`config.mk`:
```
export PLATFORM = sky130hd
export DESIGN_NAME = hash_msg_feeder
export DESIGN_NICKNAME = d
export VERILOG_FILES = /design/src/rtl/hash_msg_feeder.sv
export SDC_FILE = /design/constraint.sdc
export NUM_CORES = 1
export LEC_CHECK = 0
export BUFFER_PORTS_ARGS = -buffer_cell sky130_fd_sc_hd__buf_4
export CAP_MARGIN = 20
export CELL_PAD_IN_SITES_DETAIL_PLACEMENT = 0
export CELL_PAD_IN_SITES_GLOBAL_PLACEMENT = 1
export CORE_ASPECT_RATIO = 1.2
export CORE_UTILIZATION = 40
export DETAILED_ROUTE_END_ITERATION = 10
export GPL_ROUTABILITY_DRIVEN = 0
export GPL_TIMING_DRIVEN = 0
export PLACE_DENSITY_LB_ADDON = 0.25
export SETUP_SLACK_MARGIN = 0.3
export SYNTH_ARGS = -nofsm -noshare
export SYNTH_HDL_FRONTEND = slang
export SYNTH_SLANG_ARGS = --single-unit
```
`constraint.sdc`:
```
create_clock -name clock -period 5.9 [get_ports clock]
set_clock_uncertainty 0.1 [all_clocks]
set_input_delay 0.295 -clock clock [delete_from_list [all_inputs] [get_ports clock]]
set_output_delay 0.295 -clock clock [all_outputs]
set_load 0.02 [all_outputs]
```
`src/rtl/hash_msg_feeder.sv`:
```
// hash_msg_feeder: feeds a byte-length message from 32-bit words into a byte-wide hash core; HASH_DIGEST_CHECK_EN adds expected/match.
module hash_msg_feeder #(
  parameter int LEN_W = 16
) (
  input  logic             clock,
  input  logic             rst,
  input  logic             msg_start,
  input  logic [LEN_W-1:0] msg_len,
  input  logic [31:0]      word_in,
  input  logic             word_valid,
  output logic             word_ready,
  output logic             hash_start,
  output logic [7:0]       hash_byte,
  output logic             hash_byte_valid,
  input  logic             core_ready,
  output logic             hash_last,
  input  logic [31:0]      digest_in,
  input  logic             digest_valid,
  output logic [31:0]      digest,
  output logic             done,
`ifdef HASH_DIGEST_CHECK_EN
  input  logic [31:0]      expected,
  output logic             match,
`endif
  output logic             busy
);
  localparam logic [2:0] IDLE = 3'd0, START = 3'd1, LOAD = 3'd2, SEND = 3'd3, WAIT_DIG = 3'd4, DONE = 3'd5;
  localparam logic [31:0] ZERO_DIGEST = 32'h3FA1EF23;
  logic [2:0] state;
  logic [LEN_W-1:0] rem;
  logic [2:0] cnt;
  logic [31:0] shift;
  logic cap_zero, cap_dig;
  assign cap_zero = state == START && rem == '0;
  assign cap_dig = state == WAIT_DIG && digest_valid;
  assign busy = state != IDLE;
  assign hash_start = state == START;
  assign word_ready = state == LOAD;
  assign hash_byte_valid = state == SEND;
  assign hash_byte = shift[31:24];
  assign hash_last = hash_byte_valid && rem == LEN_W'(1);
  assign done = state == DONE;
  always_ff @(posedge clock) begin
    if (rst) begin
      state <= IDLE;
      rem <= '0;
      cnt <= '0;
      shift <= '0;
      digest <= '0;
    end else begin
      if (cap_zero) digest <= ZERO_DIGEST;
      if (cap_dig) digest <= digest_in;
      case (state)
        IDLE: if (msg_start) begin
          rem <= msg_len;
          state <= START;
        end
        START: state <= rem == '0 ? DONE : LOAD;
        LOAD: if (word_valid) begin
          shift <= word_in;
          cnt <= rem > LEN_W'(3) ? 3'd4 : 3'(rem);
          state <= SEND;
        end
        SEND: if (core_ready) begin
          // low bytes of a short final word simply never reach the top
          shift <= {shift[23:0], 8'h00};
          rem <= rem - LEN_W'(1);
          cnt <= cnt - 3'd1;
          state <= rem == LEN_W'(1) ? WAIT_DIG : cnt == 3'd1 ? LOAD : SEND;
        end
        WAIT_DIG: if (digest_valid) state <= DONE;
        default: state <= IDLE;
      endcase
    end
  end
`ifdef HASH_DIGEST_CHECK_EN
  always_ff @(posedge clock) begin
    if (rst) match <= 1'b0;
    else if (cap_zero) match <= expected == ZERO_DIGEST;
    else if (cap_dig) match <= digest_in == expected;
  end
`endif
endmodule

```
# ---- After elaboration in Yosys (flattened, before gate mapping)
# Index checks and enable logic that the tools add are counted.
dict set report word_totals {
  register_bits 86
  word_cells 51
  input_bits 86
  out_inout_bits 46
}
dict set report op_classes {
  mux 20
  reduce_logical 12
  magnitude_cmp 1
  eq_ne 11
  addsub 2
}
# operator n
set ops {}
lappend ops {{$mux W32} 4}
lappend ops {{$pmux W32 S2} 1}
lappend ops {{$mux W16} 2}
lappend ops {{$pmux W16 S2} 1}
lappend ops {{$mux W3} 9}
lappend ops {{$eq A16 B1 Y1 const B} 1}
lappend ops {{$gt A16 B2 Y1 const B} 1}
lappend ops {{$logic_not A16 Y1} 1}
lappend ops {{$sub A16 B1 Y16 const B} 1}
lappend ops {{$pmux W3 S5} 1}
lappend ops {{$eq A3 B1 Y1 const B} 2}
lappend ops {{$eq A3 B2 Y1 const B} 2}
lappend ops {{$eq A3 B3 Y1 const B} 2}
lappend ops {{$ne A2 B2 Y1 const B} 3}
lappend ops {{$pmux W3 S2} 1}
lappend ops {{$reduce_and A3 Y1} 2}
lappend ops {{$reduce_bool A2 Y1} 3}
lappend ops {{$reduce_and A4 Y1} 1}
lappend ops {{$logic_and A1 B1 Y1} 3}
lappend ops {{$logic_not A3 Y1} 1}
lappend ops {{$reduce_bool A3 Y1} 1}
lappend ops {{$sub A3 B1 Y3 const B} 1}
lappend ops {{$ne A2 B1 Y1 const B} 1}
lappend ops {{$mux W1} 1}

# ---- Depth between registers and ports, before layout
# Gate-level depths: netlist (run 1).
dict set report depth {
  depth_word 5
  ltp_mapped 7
  ltp_nobuf 6
}

# ---- Least setup slack after synthesis (run 1)
# OpenSTA, ideal clock, no wires.
dict set report synth_path {
  path_type {flip-flop to output port}
  start {register state[1]}
  end {output port hash_last}
  slack_ps 3846
  t_required_ps 5505
  arrival_time_ps 1659
  path_buffers 3
  path_stages_with_launch 7
  path_cell_list {dfxtp_1 -> buf_2 -> nand3b_1 -> inv_1 -> buf_2 -> buf_1 -> and3_1}
}
dict set report synth_via {
  elab_chain_len 2
}
# item line_no
set synth_rtl {}
lappend synth_rtl {{from (decl)} 29} ;# logic [2:0] state;
lappend synth_rtl {{from (signal assigned)} 58} ;# START: state <= rem == '0 ? DONE : LOAD;
lappend synth_rtl {{from (signal assigned)} 69} ;# state <= rem == LEN_W'(1) ? WAIT_DIG : cnt == 3'd1 ? LOAD : SEND;
lappend synth_rtl {{$eq A3 B2 Y1} 39} ;# assign hash_byte_valid = state == SEND;
lappend synth_rtl {{via hash_byte_valid} 14} ;# output logic hash_byte_valid,
lappend synth_rtl {{$logic_and A1 B1 Y1} 41} ;# assign hash_last = hash_byte_valid && rem == LEN_W'(1);
lappend synth_rtl {{to (decl)} 16} ;# output logic hash_last,
# The timed path passes the listed nets, and every way through them passes these cells.

# ---- Worst setup path after layout (run 1)
dict set report layout_path {
  start {register state[2]}
  end {output port hash_last}
}
dict set report layout_via {
  elab_chain_len 2
}
# item line_no
set layout_rtl {}
lappend layout_rtl {{$eq A3 B2 Y1} 39}
lappend layout_rtl {{$logic_and A1 B1 Y1} 41}
# No other way between the ends.

==> results.yml, run 1 <==
outcome:
  status: "finished clean"
run:
  cap_violations: 0
layout:
  final_common_cell: "buf_4"
  areaGrowthSynthToFinish_pct: 34.5
  regArea_sq_mm: 0.00172
  fillers: 982
  final_cell_mix: "139 x buf_4, 86 x dfxtp_1, 74 x nand2_1"
  layout-drive-gt1-share_pct: 29.6
  layout.cells.non_filler: 765
  fin_nets: 725
  multiInputGateArea_sq_mm: 0.00211
  antenna_cells: 0
  finalInstanceArea_sq_mm: 0.00557
worst_setup_path:
  reg2reg_to: "digest[11]"
  crit_path_end_kind: "primary output"
  crit_fanout: 10
  start_kind: "flop"
  max_stage_delay_ns: 0.45
  crit_chain: "nand3b_1, inv_1, buf_2, buf_1, and3_1, buf_4"
  setup.worst_path.class: "reg2out"
  slowest_stage: "buf_1"
  cpLargestDelayFamily: "buffers and inverters"
  required_ns: 5.51
  cp.buffers_inverters: 4
  rr_startpoint: "rem[4]"
  worstPathArrival_ns: 2.43
  regToRegSetupSlack_ns: 3.61
  r2r_cells: 5
  worstSetupStartpoint: "state[2]"
power:
  p_int_mw: 1.35
  p_clk_share_pct: 24.7
  cellLeakagePower_nw: 2.29
  p_seq_share_pct: 35.9
  swShare_pct: 37.8
  irDropWorstVdd_v: 0.000191
  powerDensity_mw_per_mm2: 390
  comb_power_share_pct: 39.4
  totalPowerFinal_mw: 2.17
  p_sw_uw: 821
floorplanning:
  fp.dieW_um: 94.9
  rows: 40
  die_area_sq_mm: 0.0108
  die_y_um: 113
  start_util_pct: 41.1
  core_sq_mm: 0.0101
  ios: 132
logic_synthesis:
  netlist_area_sq_mm: 0.00414
  syn_inst: 492
  syn_area_per_cell_sq_um: 8.41
  ys.flop_type: "dfxtp_1"
  synth-seq-area-share_pct: 41.6
  mappedNetlistNets: 583
  ys_ff_latch: 86
  yosysWarnings: 0
  synth_edf_count: 0
  ys_types: 53
  async_flop_share_pct: 0
hold_path:
  min-delay-start: "digest_valid"
  min_path_cells: 2
  hold_class: "in2reg"
  min_to: "state[2]"
sta:
  rsz0062_at_grt: "no"
  fin_tns_setup_ns: 0
  fmax_ghz: 0.354
  tightest_slew_ns: 0.771
  timing.slew.headroom_pct: 48.2
  fin_crit_ns: 2.83
  finalMaxSlewViolations: 0
  post-route-period-util_pct: 47.9
  fin_ws_ns: 3.07
  setup_viol: 0
  final-hold-violation-count: 0
global_routing:
  antenna_found_initial: 0
  grt_remaining_overflow: 0
  grtUsageTotal_pct: 22.0
  grt_max_degree: 16
  grt_pass1_vias: 3849
  grt_first_pass_wirelength_um: 18600
cts:
  holdBufCountCts: 0
  root_buffer: "clkbuf_16"
  clkTransAtPathRegs_ns: 0.06
  postCtsSetupBuffers: 0
  cts.htree.levels: 3
  cts_tree: "built"
  cts.sink_count: 86
  ctsResizeCount: 0
  cts_buffers: 9
  cts_buffer_depth: 2
  insertion_delay_ns: 0.34
drt:
  wl_per_cell_um: 15.3
  routed_wl_um: 11700
  drc: 0
  drt_iter0_markers: 159
  vias: 4125
  dr.pass1.iters: 5
  avgViaCountPerCell: 5.39
  ant_nets: 0
placed_design:
  post_dp_cell_area_sq_mm: 0.00528
  io_buffers: 131
  pre_cts_slack_ns: 3.48
  post-place-cells: 749
  dp_hpwl_um: 8800
==> metrics by stage <==
stage	hold WS [ns]	utilization, %
final	0.0890	55.3
after global routing	0.0924	55.3
after CTS	0.0803	55.3
after detailed placement	0.359	52.5
after global placement	0.347	52.5
after floorplan	0.312	-
==> final cells by class <==
type	instances	share of cell area, %
Buffer	51	4.18
Clock buffer	10	4.29
Clock inverter	6	0.832
Inverter	21	1.42
Multi-Input combinational cell	334	37.8
Sequential cell	86	30.9
Tap cell	126	2.83
Timing Repair Buffer	131	17.7
==> state kept, by name (all words and copies together) (netlist names) <==
name,flops
cnt,3
state,3
shift,32
rem,16
digest,32
==> synth_stat cells, types with 7 or more instances <==
cell type  number  share of area (%)
dfxtp_1        86                 42
nand2_1        74                6.7
nor2_1         48                4.4
clkbuf_1       31                2.8
a311oi_1       25                5.3
inv_1          21                1.9
o32ai_1        17                3.6
a21oi_1        16                1.9
o221a_2        16                4.4
o21ai_0        14                1.7
mux2i_1        11                2.7
and2_1         10                1.5
nand3_1        10                1.2
buf_2           9                1.1
buf_4           8                1.5
nor3_1          8               0.97
a31oi_1         7                1.1
==> metal layers <==
metal / up-vias / wire (um) / track usage, %
met2: 104 / 5700 / 37.3
met1: 1935 / 5330 / 28.4
li1: 2078 / - / -
met5: - / 0 / 0
met4: 0 / 123 / 6.77
met3: 8 / 567 / 3.67
==> how the worst max path moves through the flow <==
stage / to / slack (ns) / cells after the start
2_1_floorplan: hash_last / 3.85 / 6
3_3_place_gp: hash_last / 3.45 / 6
3_5_place_dp: hash_last / 3.48 / 6
4_1_cts: hash_last / 3.09 / 6
5_1_grt: hash_last / 2.89 / 7
6_report: hash_last / 3.07 / 6
==> logic make-up (layout without fill, tap and decap cells) <==
logic type,count (synthesis),in the layout,synth area share (%)
AOI/OAI and AO/OA,121,121,23.4
muxes,13,13,3.20
DFF,86,86,41.6
adders and majority gates,5,5,1.51
and+or+nand+nor,195,195,22.8
buffers and inverters,72,219,7.53
==> worst reg2reg max path, cell delays in order, from the launching register on <==
cell and delay [ns]:
dfxtp_1 0.38, nor4_2 0.45, nand4_1 0.31, o31ai_2 0.47
buf_2 0.31, o221a_2 0.22
==> power groups by stage <==
stage | registers, mW | clock network, mW | logic (mW)
3_5_place_dp | 0.791 | 0 | 0.852
3_3_place_gp | 0.787 | 0 | 0.842
4_1_cts | 0.779 | 0.551 | 0.855
5_1_grt | 0.797 | 0.576 | 0.938
2_1_floorplan | 0.801 | 0 | 0.560
6_report | 0.779 | 0.538 | 0.856
Power figures use the tool's default switching activity.
==> run 2, diff against run 1 <==
--- a/config.mk
+++ b/config.mk
@@ -5,12 +5,13 @@
 export SDC_FILE = /design/constraint.sdc
 export NUM_CORES = 1
 export LEC_CHECK = 0
+export ABC_AREA = 1
 export BUFFER_PORTS_ARGS = -buffer_cell sky130_fd_sc_hd__buf_4
 export CAP_MARGIN = 20
 export CELL_PAD_IN_SITES_DETAIL_PLACEMENT = 0
 export CELL_PAD_IN_SITES_GLOBAL_PLACEMENT = 1
 export CORE_ASPECT_RATIO = 1.2
-export CORE_UTILIZATION = 40
+export CORE_UTILIZATION = 36
 export DETAILED_ROUTE_END_ITERATION = 10
 export GPL_ROUTABILITY_DRIVEN = 0
 export GPL_TIMING_DRIVEN = 0
==> constraint.sdc (replaced) <==
create_clock -name clock -period 2.6 [get_ports clock]
set_clock_uncertainty 0.1 [all_clocks]
set_input_delay 0.13 -clock clock [delete_from_list [all_inputs] [get_ports clock]]
set_output_delay 0.13 -clock clock [all_outputs]
set_load 0.02 [all_outputs]
==> run 2 against run 1 <==
  * Combinational power rose to 3.0 times the previous value
  * Area after synthesis up 0.21%
  * Non-clock buffer count up 38
  * Clock power up 140%
  * Setup slack worse by 2.6 ns
  * Global-route usage down 0.97 points
  * Cell count up 21%
  * Flip-flop and latch count unchanged
  * Sequential power up 150%
  * Via count up 7.7%
==> results.yml, run 2 <==
worst_setup_path:
  worstPathArrival_ns: 1.92
  start_kind: "flop"
  slowest_stage: "dfxtp_1"
  required_ns: 2.37
  rr_startpoint: "rem[0]"
  reg2reg_to: "digest[8]"
  r2r_cells: 10
  crit_fanout: 10
  crit_chain: "nand3_2, buf_2, clkbuf_2, nor3b_2, buf_4"
  regToRegSetupSlack_ns: 0.73
  setup.worst_path.class: "reg2out"
  max_stage_delay_ns: 0.48
  crit_path_end_kind: "primary output"
floorplanning:
  ios: 132
  die_y_um: 120
  start_util_pct: 37.2
  die_area_sq_mm: 0.0120
  core_sq_mm: 0.0111
  rows: 42
  fp.dieW_um: 100
layout:
  final_common_cell: "nand2_1"
  final_cell_mix: "152 x nand2_1, 146 x buf_4, 86 x dfxtp_1"
  fillers: 1133
  layout-drive-gt1-share_pct: 26.5
  regArea_sq_mm: 0.00172
  multiInputGateArea_sq_mm: 0.00202
  layout.cells.non_filler: 928
  reg_top3: "digest x32, shift x32, rem x16"
  areaGrowthSynthToFinish_pct: 47.0
  finalInstanceArea_sq_mm: 0.00610
  antenna_cells: 0
  fin_nets: 861
logic_synthesis:
  synth_xor_area_share_pct: 0.633
  syn_area_per_cell_sq_um: 7.14
  muxShareOfSynthArea_pct: 0
  synth_top_family_by_area: "simple AND/OR/NAND/NOR gates"
  synth_top_area_share_pct: 41.5
  yosys.area_share.adder_pct: 1.51
  synth.most_common_cell: "nand2_1"
  synth-seq-area-share_pct: 41.5
  ys_top_cells_by_count: "152 x nand2_1, 86 x dfxtp_1, 47 x a21oi_1, 47 x nor2_1, 34 x o21ai_1"
  ys_types: 35
  mappedNetlistNets: 672
  syn_inst: 581
  ys.flop_type: "dfxtp_1"
  ys_ff_latch: 86
  yosysTopAreaCell: "dfxtp_1"
  async_flop_share_pct: 0
  netlist_area_sq_mm: 0.00415
  synth-simple-area-share_pct: 27.2
  synth_compound_area_share_pct: 19.2
  synth_edf_count: 0
  yosys-top-cells-area: "dfxtp_1 42%, nand2_1 14%, a21oi_1 5.7%, nor2_1 4.3%, o21ai_1 4.1%"
  yosysWarnings: 0
hold_path:
  min_path_cells: 4
  min-delay-start: "digest_in[15]"
  hold_class: "in2reg"
  min_to: "digest[15]"
placed_design:
  post_dp_cell_area_sq_mm: 0.00532
  post-place-cells: 866
  io_buffers: 131
  dp_hpwl_um: 9050
cts:
  cts_tree: "built"
  root_buffer: "clkbuf_16"
  insertion_delay_ns: 0.34
  postCtsSetupBuffers: 0
  cts_buffers: 9
  cts_buffer_depth: 2
  cts.htree.levels: 3
  cts.sink_count: 86
  clkTransAtPathRegs_ns: 0.06
sta:
  timing.slew.headroom_pct: 58.6
  final-hold-violation-count: 0
  tightest_slew_ns: 0.618
  finalMaxSlewViolations: 0
  fmax_ghz: 0.464
  post-route-period-util_pct: 82.9
  hold_ws_ns: 0.0123
  fin_crit_ns: 2.15
  setup_viol: 0
  fin_tns_setup_ns: 0
  rsz0062_at_grt: "no"
run:
  cap_violations: 0
drt:
  dr.pass1.iters: 4
  ant_nets: 0
  wl_per_cell_um: 13.5
  drt_iter0_markers: 159
  vias: 4443
  routed_wl_um: 12500
  drc: 0
  avgViaCountPerCell: 4.79
global_routing:
  grt_max_degree: 15
  grtUsageTotal_pct: 21.1
  grt_remaining_overflow: 0
  grt_pass1_vias: 4190
  antenna_found_initial: 0
  grt_first_pass_wirelength_um: 19800
power:
  irDropWorstVdd_v: 0.000417
  totalPowerFinal_mw: 5.81
  powerDensity_mw_per_mm2: 952
  cellLeakagePower_nw: 2.80
outcome:
  status: "finished clean"
-- run 2: cell count changes in the layout (fill, tap and decap cells not counted), sizes merged, moves of 19 or more --
| cell | delta |
|---|---|
| inv | +24 |
| nand2 | +79 |
| a21oi | +32 |
| a311oi | -25 |
| o221a | -19 |
| or2 | +22 |
| o21ai | +33 |
| dlygate4sd3 | +47 |
-- run 2: logic make-up after synthesis --
family / after synthesis
flip-flops: 86
AO/OA/AOI/OAI: 140
AND/OR/NAND/NOR: 260
buffers and inverters: 87
XOR/XNOR: 3
adder cells (fa/ha/maj): 5
-- run 2: worst max-delay path: cells and delay by family (launching register included) --
family	cells	cell delay [ns]
buffers and inverters	3	0.66
and+or+nand+nor	2	0.44
DFF	1	0.48
-- run 2: layout make-up --
class                           count  share of cell area [%]
Timing Repair Buffer              178                    23.8
Buffer                             42                    4.00
Sequential cell                    86                    28.2
Inverter                           45                    2.81
Clock inverter                      5                   0.944
Clock buffer                       10                    3.92
Tap cell                          154                    3.16
Multi-Input combinational cell    408                    33.1
-- run 2: per-layer routing --
layer,share of wire [%],wire length (um),GRT usage (%)
met1,43,5390,25.2
met2,51,6370,37.7
met3,4.0,506,2.80
met4,2.1,263,8.61
met5,0,0,0
-- run 2: worst max-delay path by stage --
| stage | from | to | slack [ns] | depth (start not counted) |
|---|---|---|---|---|
| 2_1_floorplan | state[1] | hash_last | 0.87 | 4 |
| 3_3_place_gp | state[1] | hash_last | 0.65 | 5 |
| 3_5_place_dp | state[1] | hash_last | 0.62 | 5 |
| 4_1_cts | state[1] | hash_last | 0.36 | 5 |
| 5_1_grt | state[1] | hash_last | 0.38 | 5 |
| 6_report | state[1] | hash_last | 0.45 | 5 |
-- run 2: repair_timing --
action                                  in CTS  in global routing
hold buffers                                47                  0
endpoints found under the setup margin       1                  1
hold endpoints to repair                    47                  0
gates resized for setup                      1                  1
-- run 2: metrics by stage --
stage	utilization [%]	setup slack [ns]
final	54.7	0.445
after global placement	47.8	0.648
after detailed placement	47.8	0.620
after floorplan	-	0.868
after CTS	54.7	0.359
after global routing	54.7	0.375
-- run 2: report_power, final --
part	total, mW	switching, mW	internal (mW)
sequential	1.91	0.249	1.67
combinational	2.60	1.57	1.04
clock	1.29	0.522	0.767
